File: src/rtl/spi_uart_bridge.sv
// SPI master for an external SPI UART: writes queued send bytes, polls the
// chip for received bytes and holds them for the CPU until it reads them.
module spi_uart_bridge #(
  parameter int SCK_DIV       = 4,
  parameter int POLL_INTERVAL = 256
) (
  input  logic       MCLK_IN,
  input  logic       RESET_IN,
  input  logic       UART_SEND_TRIGGER_IN,
  input  logic [7:0] UART_SEND_BYTE_IN,
  input  logic       UART_RECEIVE_CAPTURE_IN,
  output logic       UART_SEND_BUSY,
  output logic       UART_RECEIVED,
  output logic [7:0] UART_RECEIVE_BYTE,
  output logic       SPI_CS_N,
  output logic       SPI_SCK,
  output logic       SPI_MOSI,
  input  logic       SPI_MISO_IN
);
  localparam int DIV_W  = $clog2(SCK_DIV);
  localparam int POLL_W = $clog2(POLL_INTERVAL + 1);
  localparam logic [1:0] CMD_READ   = 2'b00;
  localparam logic [1:0] CMD_STATUS = 2'b01;
  localparam logic [1:0] CMD_WRITE  = 2'b10;

  typedef enum logic [2:0] {S_IDLE, S_SETUP, S_SHIFT_HI, S_SHIFT_LO, S_HOLD} state_t;

  state_t            state_q;
  logic [DIV_W-1:0]  div_q;
  logic [3:0]        bit_q;
  logic [POLL_W-1:0] poll_q;
  logic [15:0]       shreg_q;
  logic [1:0]        cmd_q;
  logic [7:0]        rx_q;
  logic              r_flag_q, t_flag_q;
  logic              txempty_q, busy_q, received_q;
  logic [7:0]        pend_q, rbyte_q;
  logic              trig_prev_q, cap_prev_q;
  logic              cs_n_q, sck_q;

  logic        div_done, trig_rise, cap_fall, start_write, start_read;
  logic [1:0]  cmd_d;
  logic [15:0] frame_d;

  // Status frames are used whenever the held byte must not be overwritten.
  always_comb begin
    div_done    = (div_q == DIV_W'(SCK_DIV - 1));
    trig_rise   = UART_SEND_TRIGGER_IN & ~trig_prev_q;
    cap_fall    = ~UART_RECEIVE_CAPTURE_IN & cap_prev_q;
    start_write = busy_q & txempty_q;
    start_read  = (poll_q >= POLL_W'(POLL_INTERVAL)) | (busy_q & ~txempty_q);
    if (start_write) begin
      cmd_d   = CMD_WRITE;
      frame_d = {CMD_WRITE, 6'b000000, pend_q};
    end else if (received_q | UART_RECEIVE_CAPTURE_IN) begin
      cmd_d   = CMD_STATUS;
      frame_d = {CMD_STATUS, 14'h0000};
    end else begin
      cmd_d   = CMD_READ;
      frame_d = {CMD_READ, 14'h0000};
    end
  end

  always_ff @(posedge MCLK_IN) begin
    if (RESET_IN) begin
      state_q     <= S_IDLE;
      div_q       <= '0;
      bit_q       <= 4'd0;
      poll_q      <= '0;
      shreg_q     <= 16'h0000;
      cmd_q       <= CMD_READ;
      rx_q        <= 8'h00;
      r_flag_q    <= 1'b0;
      t_flag_q    <= 1'b0;
      txempty_q   <= 1'b0;
      busy_q      <= 1'b0;
      received_q  <= 1'b0;
      pend_q      <= 8'h00;
      rbyte_q     <= 8'h00;
      trig_prev_q <= 1'b0;
      cap_prev_q  <= 1'b0;
      cs_n_q      <= 1'b1;
      sck_q       <= 1'b0;
    end else begin
      trig_prev_q <= UART_SEND_TRIGGER_IN;
      cap_prev_q  <= UART_RECEIVE_CAPTURE_IN;
      if (trig_rise && !busy_q) begin
        pend_q <= UART_SEND_BYTE_IN;
        busy_q <= 1'b1;
      end
      if (cap_fall) received_q <= 1'b0;

      if (state_q == S_IDLE || div_done) div_q <= '0;
      else                               div_q <= div_q + DIV_W'(1);

      case (state_q)
        S_IDLE: begin
          if (start_write || start_read) begin
            state_q <= S_SETUP;
            cs_n_q  <= 1'b0;
            poll_q  <= '0;
            bit_q   <= 4'd0;
            cmd_q   <= cmd_d;
            shreg_q <= frame_d;
          end else begin
            poll_q <= poll_q + POLL_W'(1);
          end
        end
        S_SETUP: begin
          if (div_done) begin
            state_q  <= S_SHIFT_HI;
            sck_q    <= 1'b1;
            r_flag_q <= SPI_MISO_IN;
            rx_q     <= {rx_q[6:0], SPI_MISO_IN};
          end
        end
        S_SHIFT_HI: begin
          if (div_done) begin
            state_q <= S_SHIFT_LO;
            sck_q   <= 1'b0;
            shreg_q <= {shreg_q[14:0], 1'b0};
          end
        end
        S_SHIFT_LO: begin
          if (div_done) begin
            if (bit_q == 4'd15) begin
              state_q <= S_HOLD;
            end else begin
              state_q <= S_SHIFT_HI;
              sck_q   <= 1'b1;
              bit_q   <= bit_q + 4'd1;
              rx_q    <= {rx_q[6:0], SPI_MISO_IN};
              if (bit_q == 4'd0) t_flag_q <= SPI_MISO_IN;
            end
          end
        end
        S_HOLD: begin
          if (div_done) begin
            state_q <= S_IDLE;
            cs_n_q  <= 1'b1;
            // A write fills the chip's buffer, so the old T flag is stale.
            if (cmd_q == CMD_WRITE) begin
              txempty_q <= 1'b0;
              busy_q    <= 1'b0;
            end else begin
              txempty_q <= t_flag_q;
            end
            if (cmd_q == CMD_READ && r_flag_q) begin
              rbyte_q    <= rx_q;
              received_q <= 1'b1;
            end
          end
        end
        default: begin
          state_q <= S_IDLE;
          cs_n_q  <= 1'b1;
          sck_q   <= 1'b0;
        end
      endcase
    end
  end

  assign UART_SEND_BUSY    = busy_q;
  assign UART_RECEIVED     = received_q;
  assign UART_RECEIVE_BYTE = rbyte_q;
  assign SPI_CS_N          = cs_n_q;
  assign SPI_SCK           = sck_q;
  assign SPI_MOSI          = shreg_q[15];
endmodule
File: config.mk
export PLATFORM = sky130hd
export DESIGN_NAME = spi_uart_bridge
export DESIGN_NICKNAME = d
export VERILOG_FILES = /design/src/rtl/spi_uart_bridge.sv
export SDC_FILE = /design/constraint.sdc
export NUM_CORES = 1
export LEC_CHECK = 0
export ABC_AREA = 1
export CAP_MARGIN = 10
export CELL_PAD_IN_SITES_DETAIL_PLACEMENT = 1
export CELL_PAD_IN_SITES_GLOBAL_PLACEMENT = 2
export CORE_ASPECT_RATIO = 1.75
export CORE_MARGIN = 2
export CORE_UTILIZATION = 35
export DETAILED_ROUTE_END_ITERATION = 7
export GPL_TIMING_DRIVEN = 0
export PLACE_DENSITY_LB_ADDON = 0.1
export SLEW_MARGIN = 20
export SYNTH_ARGS = -nofsm -noshare
export SYNTH_HDL_FRONTEND = slang
export SYNTH_SLANG_ARGS = --single-unit
File: constraint.sdc
create_clock -name MCLK_IN -period 3.66 [get_ports MCLK_IN]
set_input_delay 0.915 -clock MCLK_IN [delete_from_list [all_inputs] [get_ports MCLK_IN]]
set_output_delay 0.915 -clock MCLK_IN [all_outputs]
set_load 0.01 [all_outputs]
==> flow_summary.ini, run 1 <==
[run_status]
status = complete, no violations

[final_layout]
n_antenna_cell = 0
area_growth_pct = 22.2
nets = 461
final_common_cell = nand2_1
fin_util_pct = 43.9
mostFrequentLayoutCells = 72 x nand2_1, 69 x dfxtp_1, 64 x nor2_1, 49 x o21ai_0, 39 x a21oi_1
final_cell_area_um2 = 3620
drive_above_1_share_pct = 8.91
instances_no_fill = 541

[synth]
yosys.area.top_type_share_pct = 46.6
syn_nets = 425
async_reset_ff_share_pct = 0
netlist_instances = 408
synth_seq_cells = 69
synth.avg_cell_area_um2 = 7.26
synthFlopType = dfxtp_1
yosysTopAreaCell = dfxtp_1
yosys_warnings = 0
synth_edf_count = 0
synth_seq_area_share_pct = 46.6
ys_top_cells_by_area = dfxtp_1 47%, nand2_1 9.1%, o21ai_0 8.3%
synthDistinctLibCells = 30
syn-cell-area_um2 = 2960

[cts]
cts.sinks = 69
cts_max_path_buffers = 2
post_cts_resize_count = 0
cts_buffers = 9
cts-htree-levels = 3
cts_root_buf = clkbuf_16
cts_setup_buffers = 0
clk_pin_slew_worst_paths_ps = 50
cts_hold_buf = 0
cts_tree = built
insertion_delay_ps = 330

[sta]
rsz0062_at_grt = no
fin_ws_ps = 1360
finalCriticalPeriod_ps = 2300
worst_slew_pin_slew_ps = 587
fin_skew_ps = 5.87
fin_setup_tns_ps = 0
setup_viol = 0
hold_ws_ps = 418
max_slew_margin_pct = 60.9
finalMaxSlewViolations = 0
finalCritPeriodShare_pct = 62.9
hold_viol = 0
fmax_mhz = 434

[routing]
drc_errors = 0
drt_iter0_drc = 70
firstDrtPassIters = 4
num_vias = 2720
routed_wirelength_mm = 7.62
wl_per_cell_um = 14.1
via_per_inst = 5.03
drt.antenna.violating_nets = 0

[power_and_ir_drop]
ir_worst_vdd_mv = 0.297
p_int_mw = 1.57
clockPowerShare_pct = 37.3
switching_share_pct = 32.3
p_switching_mw = 0.748
total_power_mw = 2.31
comb_power_share_pct = 23.6
p_per_area_nw_per_um2 = 638
p_leak_nw = 1.45
p_seq_share_pct = 39.1

[placed_design]
gp_congestion = 0.845
place_ws_ps = 939
placedCellCount = 525
dpl_cell_area_um2 = 3330
hpwl_mm = 5.71
portBuffers = 25

[worst_hold_path]
hp-class = reg2reg

[job]
max_cap_viol_count = 0

[floorplanning]
ios = 26
core_area_um2 = 8260
design.die.area_um2 = 9250
die_w_um = 73.6
fp-row-count = 44
die_height_um = 126
start_util_pct = 35.9

[critical_path]
crit_type = in2reg
required_ps = 3930
worstPathMaxFanout = 10
critPathCaptureType = flop
crit_arrival_ps = 2570
start_kind = input pin

[global_route]
antenna_found_initial = 0
grt_use_total_pct = 17.9
grt_pass1_wl_mm = 12.9
grt_pass1_vias = 2735
overflow = 0
grt_max_degree = 12
routing by layer:
layer,vias up,GRT usage [%],wire length [um]
met5,-,0,0
met4,0,7.06,141
met3,10,3.84,218
met2,34,31.2,4030
met1,1282,20.8,3220
li1,1394,-,-
flip-flops by register name, summed over array words and instances, names as in the netlist, 2 cells and up:
| name | cells |
|---|---|
| shreg_q | 16 |
| poll_q | 9 |
| UART_RECEIVE_BYTE | 8 |
| pend_q | 8 |
| rx_q | 8 |
| bit_q | 4 |
| state_q | 3 |
| cmd_q | 2 |
| div_q | 2 |
final cells by class:
cell class | instances | area, um^2
fillers | 1049 | 4630
flip-flops and latches | 69 | 1380
multi-input cells | 282 | 1350
repair buffers | 25 | 250
clock buffers | 12 | 246
inverters | 43 | 164
well taps | 92 | 115
plain buffers | 14 | 73.8
clock inverters | 4 | 47.5
kinds of logic after synthesis:
kind of cell	after synthesis	synth area share (%)
DFF	69	46.6
buffers and inverters	57	8.02
and+or+nand+nor	185	27.5
AOI/OAI and AO/OA	92	15.9
adders and majority gates	4	1.69
xor gates and xnor gates	1	0.296
final timing paths:
| check | endpoint | slack (ps) | cells after the start | startpoint |
|---|---|---|---|---|
| worst max-delay path | poll_q[4]$_SDFFE_PP0P_ | 1360 | 7 | RESET_IN |
| worst min-delay path | div_q[0]$_SDFF_PP0_ | 420 | 1 | div_q[0]$_SDFF_PP0_ |
| worst max register to register | rx_q[3]$_SDFFE_PP0P_ | 1850 | 8 | div_q[0]$_SDFF_PP0_ |
| worst min register to register | div_q[0]$_SDFF_PP0_ | 420 | 1 | div_q[0]$_SDFF_PP0_ |
critical path: stages:
cell and delay (ps):
clkdlybuf4s50_1 560, inv_1 170, clkbuf_1 340, nand2_1 200
inv_1 160, o21ai_0 100, a21oi_1 110
power by group through the flow:
stage	logic, mW	clock network, mW	registers [mW]
finish	0.546	0.862	0.905
global route	0.628	0.920	0.915
CTS	0.564	0.882	0.906
detailed placement	0.562	0	0.921
global placement	0.551	0	0.917
floorplan	0.396	0	0.904
Yosys cell counts (2+ instances only):
| master | count |
|---|---|
| nand4_1 | 5 |
| a21oi_1 | 39 |
| buf_6 | 2 |
| dfxtp_1 | 69 |
| clkbuf_1 | 9 |
| nor2_2 | 4 |
| nand2_1 | 72 |
| buf_2 | 2 |
| nand3_1 | 21 |
| nor3_1 | 6 |
| o21ai_0 | 49 |
| ha_1 | 4 |
| nor2_1 | 64 |
| inv_2 | 4 |
| inv_1 | 38 |
| nand2_2 | 6 |
(Power assumes the default switching activity.)
==> inputs of run 2 (changes only) <==
CORE_UTILIZATION = 33   (was 35)
clock period = 2.37 ns   (was 3.66 ns; I/O delays follow)
==> run 2 against run 1 <==
  * Global-route usage down 0.28 points
  * Sequential cell count unchanged
  * Clock-buffer cell count did not move
  * Clock power increased by 71%
  * Via count decreased by 1.6%
  * Critical path type unchanged
  * Largest cell class unchanged
==> flow_summary.ini, run 2 (synthesis gave the netlist of run 1 again) <==
[routing]
drt_iter0_drc = 80
firstDrtPassIters = 4
num_vias = 2676
drc_errors = 0
via_per_inst = 4.73
drt.antenna.violating_nets = 0
routed_wirelength_mm = 7.61
wl_per_cell_um = 13.4

[cts]
cts_tree = built
cts.sinks = 69
cts-htree-levels = 3
cts_hold_buf = 0
cts_root_buf = clkbuf_16
cts_max_path_buffers = 2
post_cts_resize_count = 0
insertion_delay_ps = 330
cts_setup_buffers = 0
clk_pin_slew_worst_paths_ps = 60
cts_buffers = 9

[final_layout]
reg_top3 = shreg_q x16, poll_q x9
final_common_cell = nand2_1
largest_register = shreg_q
area_growth_pct = 24.4
nets = 461
n_antenna_cell = 0
drive_above_1_share_pct = 9.13
mostFrequentLayoutCells = 72 x nand2_1, 69 x dfxtp_1, 64 x nor2_1, 49 x o21ai_0, 39 x a21oi_1
largest_reg_flops = 16
instances_no_fill = 566

[power_and_ir_drop]
p_leak_nw = 1.47
p_per_area_nw_per_um2 = 1000
total_power_mw = 3.70
ir_worst_vdd_mv = 0.432

[global_route]
grt_pass1_vias = 2785
antenna_found_initial = 0
grt_max_degree = 12
grt_use_total_pct = 17.7
overflow = 0
grt_pass1_wl_mm = 13.0

[floorplanning]
start_util_pct = 34.0
die_height_um = 129
fp-row-count = 45
ios = 26
core_area_um2 = 8730
design.die.area_um2 = 9790
die_w_um = 75.6

[sta]
rsz0062_at_grt = no
fin_skew_ps = 7.34
finalCriticalPeriod_ps = 1990
finalCritPeriodShare_pct = 83.9
max_slew_margin_pct = 60.4
setup_viol = 0
fin_setup_tns_ps = 0
fmax_mhz = 503
finalMaxSlewViolations = 0
worst_slew_pin_slew_ps = 594
hold_viol = 0

[job]
max_cap_viol_count = 0

[worst_hold_path]
worstHoldPathCells = 1
hp-class = reg2reg

[critical_path]
critPathCaptureType = flop
crit_arrival_ps = 2250
r2r_cells = 7
worstPathMaxFanout = 10
crit_type = in2reg
start_kind = input pin
required_ps = 2640

[placed_design]
hpwl_mm = 5.78
gp_congestion = 0.850
placedCellCount = 550
portBuffers = 25

[run_status]
status = complete, no violations
-- run 2: per-layer routing --
metal | track usage (%) | part of all wire (%) | wire length, um
met5 | 0 | 0 | 0
met4 | 7.43 | 1.7 | 130
met3 | 3.27 | 2.2 | 164
met2 | 32.0 | 55 | 4180
met1 | 19.4 | 41 | 3130
-- run 2: worst paths after layout --
| path | startpoint | to | slack [ps] |
|---|---|---|---|
| worst max-delay path | RESET_IN | poll_q[4]$_SDFFE_PP0P_ | 380 |
| worst min-delay path | div_q[0]$_SDFF_PP0_ | div_q[0]$_SDFF_PP0_ | 420 |
| worst max register to register | div_q[0]$_SDFF_PP0_ | UART_RECEIVE_BYTE[7]$_SDFFE_PP0P_ | 580 |
| worst min register to register | div_q[0]$_SDFF_PP0_ | div_q[0]$_SDFF_PP0_ | 420 |
-- run 2: per-stage QoR --
step	hold slack [ps]	utilization, %	setup WS (ps)	area (um^2)
3_5_place_dp	426	38.5	-66.8	3360
2_1_floorplan	398	-	989	2960
6_report	424	42.3	381	3690
4_1_cts	435	42.3	287	3690
5_1_grt	457	42.3	177	3690
3_3_place_gp	407	38.5	-19.8	3360
-- run 2: power breakdown --
group / internal (mW) / switching, mW
logic: 0.287 / 0.546
registers: 1.29 / 0.104
clock network: 0.975 / 0.492
-- run 2: critical path, cell delays in order --
cell and delay [ps]:
clkdlybuf4s50_1 550, inv_1 170, clkbuf_1 370, nand2_1 190, inv_1 160, o21ai_0 100
a21oi_1 120
-- run 2: area by class of cell --
cell class | count | area (um^2)
plain buffers | 14 | 73.8
multi-input cells | 282 | 1350
well taps | 117 | 146
inverters | 43 | 164
clock inverters | 4 | 70.1
repair buffers | 25 | 250
clock buffers | 12 | 256
flip-flops and latches | 69 | 1380
fillers | 1113 | 5040
==> inputs of run 3 (changes only) <==
CORE_UTILIZATION = 29   (was 33)
clock period = 1.6 ns   (was 2.37 ns; I/O delays follow)
==> run 3 against run 2 <==
  * Final area up 1.6%
  * Total power up 45%
  * Sequential share of layout area down 0.48 points
  * Core utilization down 4.5 points
  * First-iteration DRC count up 19%
  * Global-route usage down 1.3 points
  * Combinational power up 64%
  * Clock-buffer cell count down 1
  * Cell count up 2.3%
  * Via count up 3.7%
  * Non-clock buffer count up 5
  * Critical path depth up 1
  * Critical path type is now reg2reg
  * Critical endpoint is now state_q[2]$_SDFFE_PP0P_
  * Largest cell class unchanged
  * Largest power group is now registers
==> flow_summary.ini, run 3 (synthesis gave the netlist of run 1 again) <==
[sta]
fin_setup_tns_ps = 0
fin_ws_ps = 109
finalCritPeriodShare_pct = 93.2
worst_slew_pin_slew_ps = 608
max_slew_margin_pct = 59.5
hold_viol = 0
setup_viol = 0
finalCriticalPeriod_ps = 1490
fin_skew_ps = 8.95
rsz0062_at_grt = no
finalMaxSlewViolations = 0
fmax_mhz = 671

[routing]
via_per_inst = 4.79
routed_wirelength_mm = 8.16
firstDrtPassIters = 4
drt.antenna.violating_nets = 0
drc_errors = 0
drt_iter0_drc = 95
wl_per_cell_um = 14.1
num_vias = 2776

[critical_path]
critPathTopFamily = simple AND/OR/NAND/NOR gates
cp_common_cell = nand3_1
crit_type = reg2reg
r2r_cells = 8
worst-path-buf-inv = 2
crit_chain = ha_1 -> buf_6 -> inv_2 -> nand3_1 -> nand3_1 -> nand3_1 -> nand2_1 -> nor2_1
worstPathMaxFanout = 8
rr_endpoint = state_q[2]$_SDFFE_PP0P_
reg2reg_from = div_q[0]$_SDFF_PP0_
cpPeakStageDelay_ps = 310
rrSetupSlack_ps = 110
required_ps = 1810
crit_arrival_ps = 1710
critPathCaptureType = flop
start_kind = flop
crit_slowest_cell = dfxtp_1

[power_and_ir_drop]
clockPowerShare_pct = 35.9
comb_power_share_pct = 25.5
p_int_mw = 3.59
p_per_area_nw_per_um2 = 1430
switching_share_pct = 33.1
p_switching_mw = 1.77
ir_worst_vdd_mv = 0.575
p_seq_share_pct = 38.7
p_leak_nw = 1.55

[final_layout]
reg_top3 = shreg_q x16, poll_q x9
mostFrequentLayoutCells = 71 x nand2_1, 66 x dfxtp_1, 63 x nor2_1, 49 x o21ai_0, 38 x a21oi_1
n_antenna_cell = 0
nets = 467
drive_above_1_share_pct = 12.3
area_growth_pct = 26.3
largest_reg_flops = 16
largest_register = shreg_q
final_common_cell = nand2_1

[cts]
cts.sinks = 69
cts-htree-levels = 3
cts_hold_buf = 0
cts_buffers = 9
insertion_delay_ps = 330
cts_max_path_buffers = 2
clk_pin_slew_worst_paths_ps = 60
cts_root_buf = clkbuf_16
cts_tree = built

[worst_hold_path]
hp-class = in2reg
holdCritStartpoint = RESET_IN
worstHoldPathCells = 2
hold_end = UART_RECEIVED$_SDFF_PP0_

[floorplanning]
fp-row-count = 48
die_w_um = 80.4
die_height_um = 138
start_util_pct = 29.9
core_area_um2 = 9910
design.die.area_um2 = 11100
ios = 26

[placed_design]
gp_congestion = 0.783
portBuffers = 25
place_ws_ps = -636
hpwl_mm = 6.04

[global_route]
grt_max_degree = 12
overflow = 0
grt_use_total_pct = 16.4
grt_pass1_vias = 2859
antenna_found_initial = 0
grt_pass1_wl_mm = 13.8

[job]
max_cap_viol_count = 0

[run_status]
status = complete, no violations
run 3: cell types whose count changed in the layout (fill, tap and decap cells not counted), sizes merged, moves of 2 or more:
cell and delta:
clkinvlp +2, dlygate4sd2 +12, dlymetal6s2s +2, clkdlybuf4s50 -14, buf +5
run 3: stage by stage:
step / util [%] / instances / area [um^2] / hold WS, ps / total power [mW]
2_1_floorplan: - / 408 / 2960 / 398 / 2.97
4_1_cts: 37.2 / 575 / 3680 / 426 / 5.43
5_1_grt: 37.8 / 579 / 3740 / 435 / 5.74
6_report: 37.8 / 579 / 3740 / 412 / 5.37
3_5_place_dp: 34.0 / 558 / 3370 / 418 / 3.41
3_3_place_gp: 34.0 / 558 / 3370 / 409 / 3.37
run 3: per-layer routing:
| metal | global-route usage [%] | wire [um] |
|---|---|---|
| met5 | 0 | 0 |
| met2 | 30.0 | 4440 |
| met1 | 18.1 | 3450 |
| met4 | 5.84 | 101 |
| met3 | 3.80 | 174 |
run 3: power groups by stage:
| stage | registers [mW] | clock network [mW] | logic (mW) |
|---|---|---|---|
| 4_1_cts | 2.07 | 1.99 | 1.37 |
| 2_1_floorplan | 2.07 | 0 | 0.906 |
| 3_5_place_dp | 2.10 | 0 | 1.31 |
| 3_3_place_gp | 2.10 | 0 | 1.27 |
| 5_1_grt | 2.10 | 2.07 | 1.57 |
| 6_report | 2.08 | 1.93 | 1.37 |
run 3: worst max path at each step:
stage | startpoint | endpoint | slack [ps] | cells after the start
after floorplan | div_q[0]$_SDFF_PP0_ | rx_q[4]$_SDFFE_PP0P_ | 220 | 8
after global placement | RESET_IN | poll_q[4]$_SDFFE_PP0P_ | -600 | 7
after detailed placement | RESET_IN | poll_q[4]$_SDFFE_PP0P_ | -640 | 7
after CTS | shreg_q[15]$_SDFFE_PP0P_ | SPI_MOSI | 4 | 1
after global routing | UART_SEND_BUSY$_SDFF_PP0_ | shreg_q[5]$_SDFFE_PP0P_ | 0.3 | 7
final | div_q[0]$_SDFF_PP0_ | state_q[2]$_SDFFE_PP0P_ | 110 | 8
run 3: cell type report:
cell class              count  area [um^2]
clock buffers              11          233
multi-input cells         283         1380
repair buffers             30          278
plain buffers              14         87.6
flip-flops and latches     69         1390
inverters                  43          171
clock inverters             4         50.0
fillers                  1258         6160
well taps                 125          156
run 3: what timing repair did:
item / CTS / global route
pin swaps: 1 / 4
cloned: 0 / 1
resized for setup: 21 / 16
setup endpoints to repair: 48 / 49
buffers inserted: 2 / 3
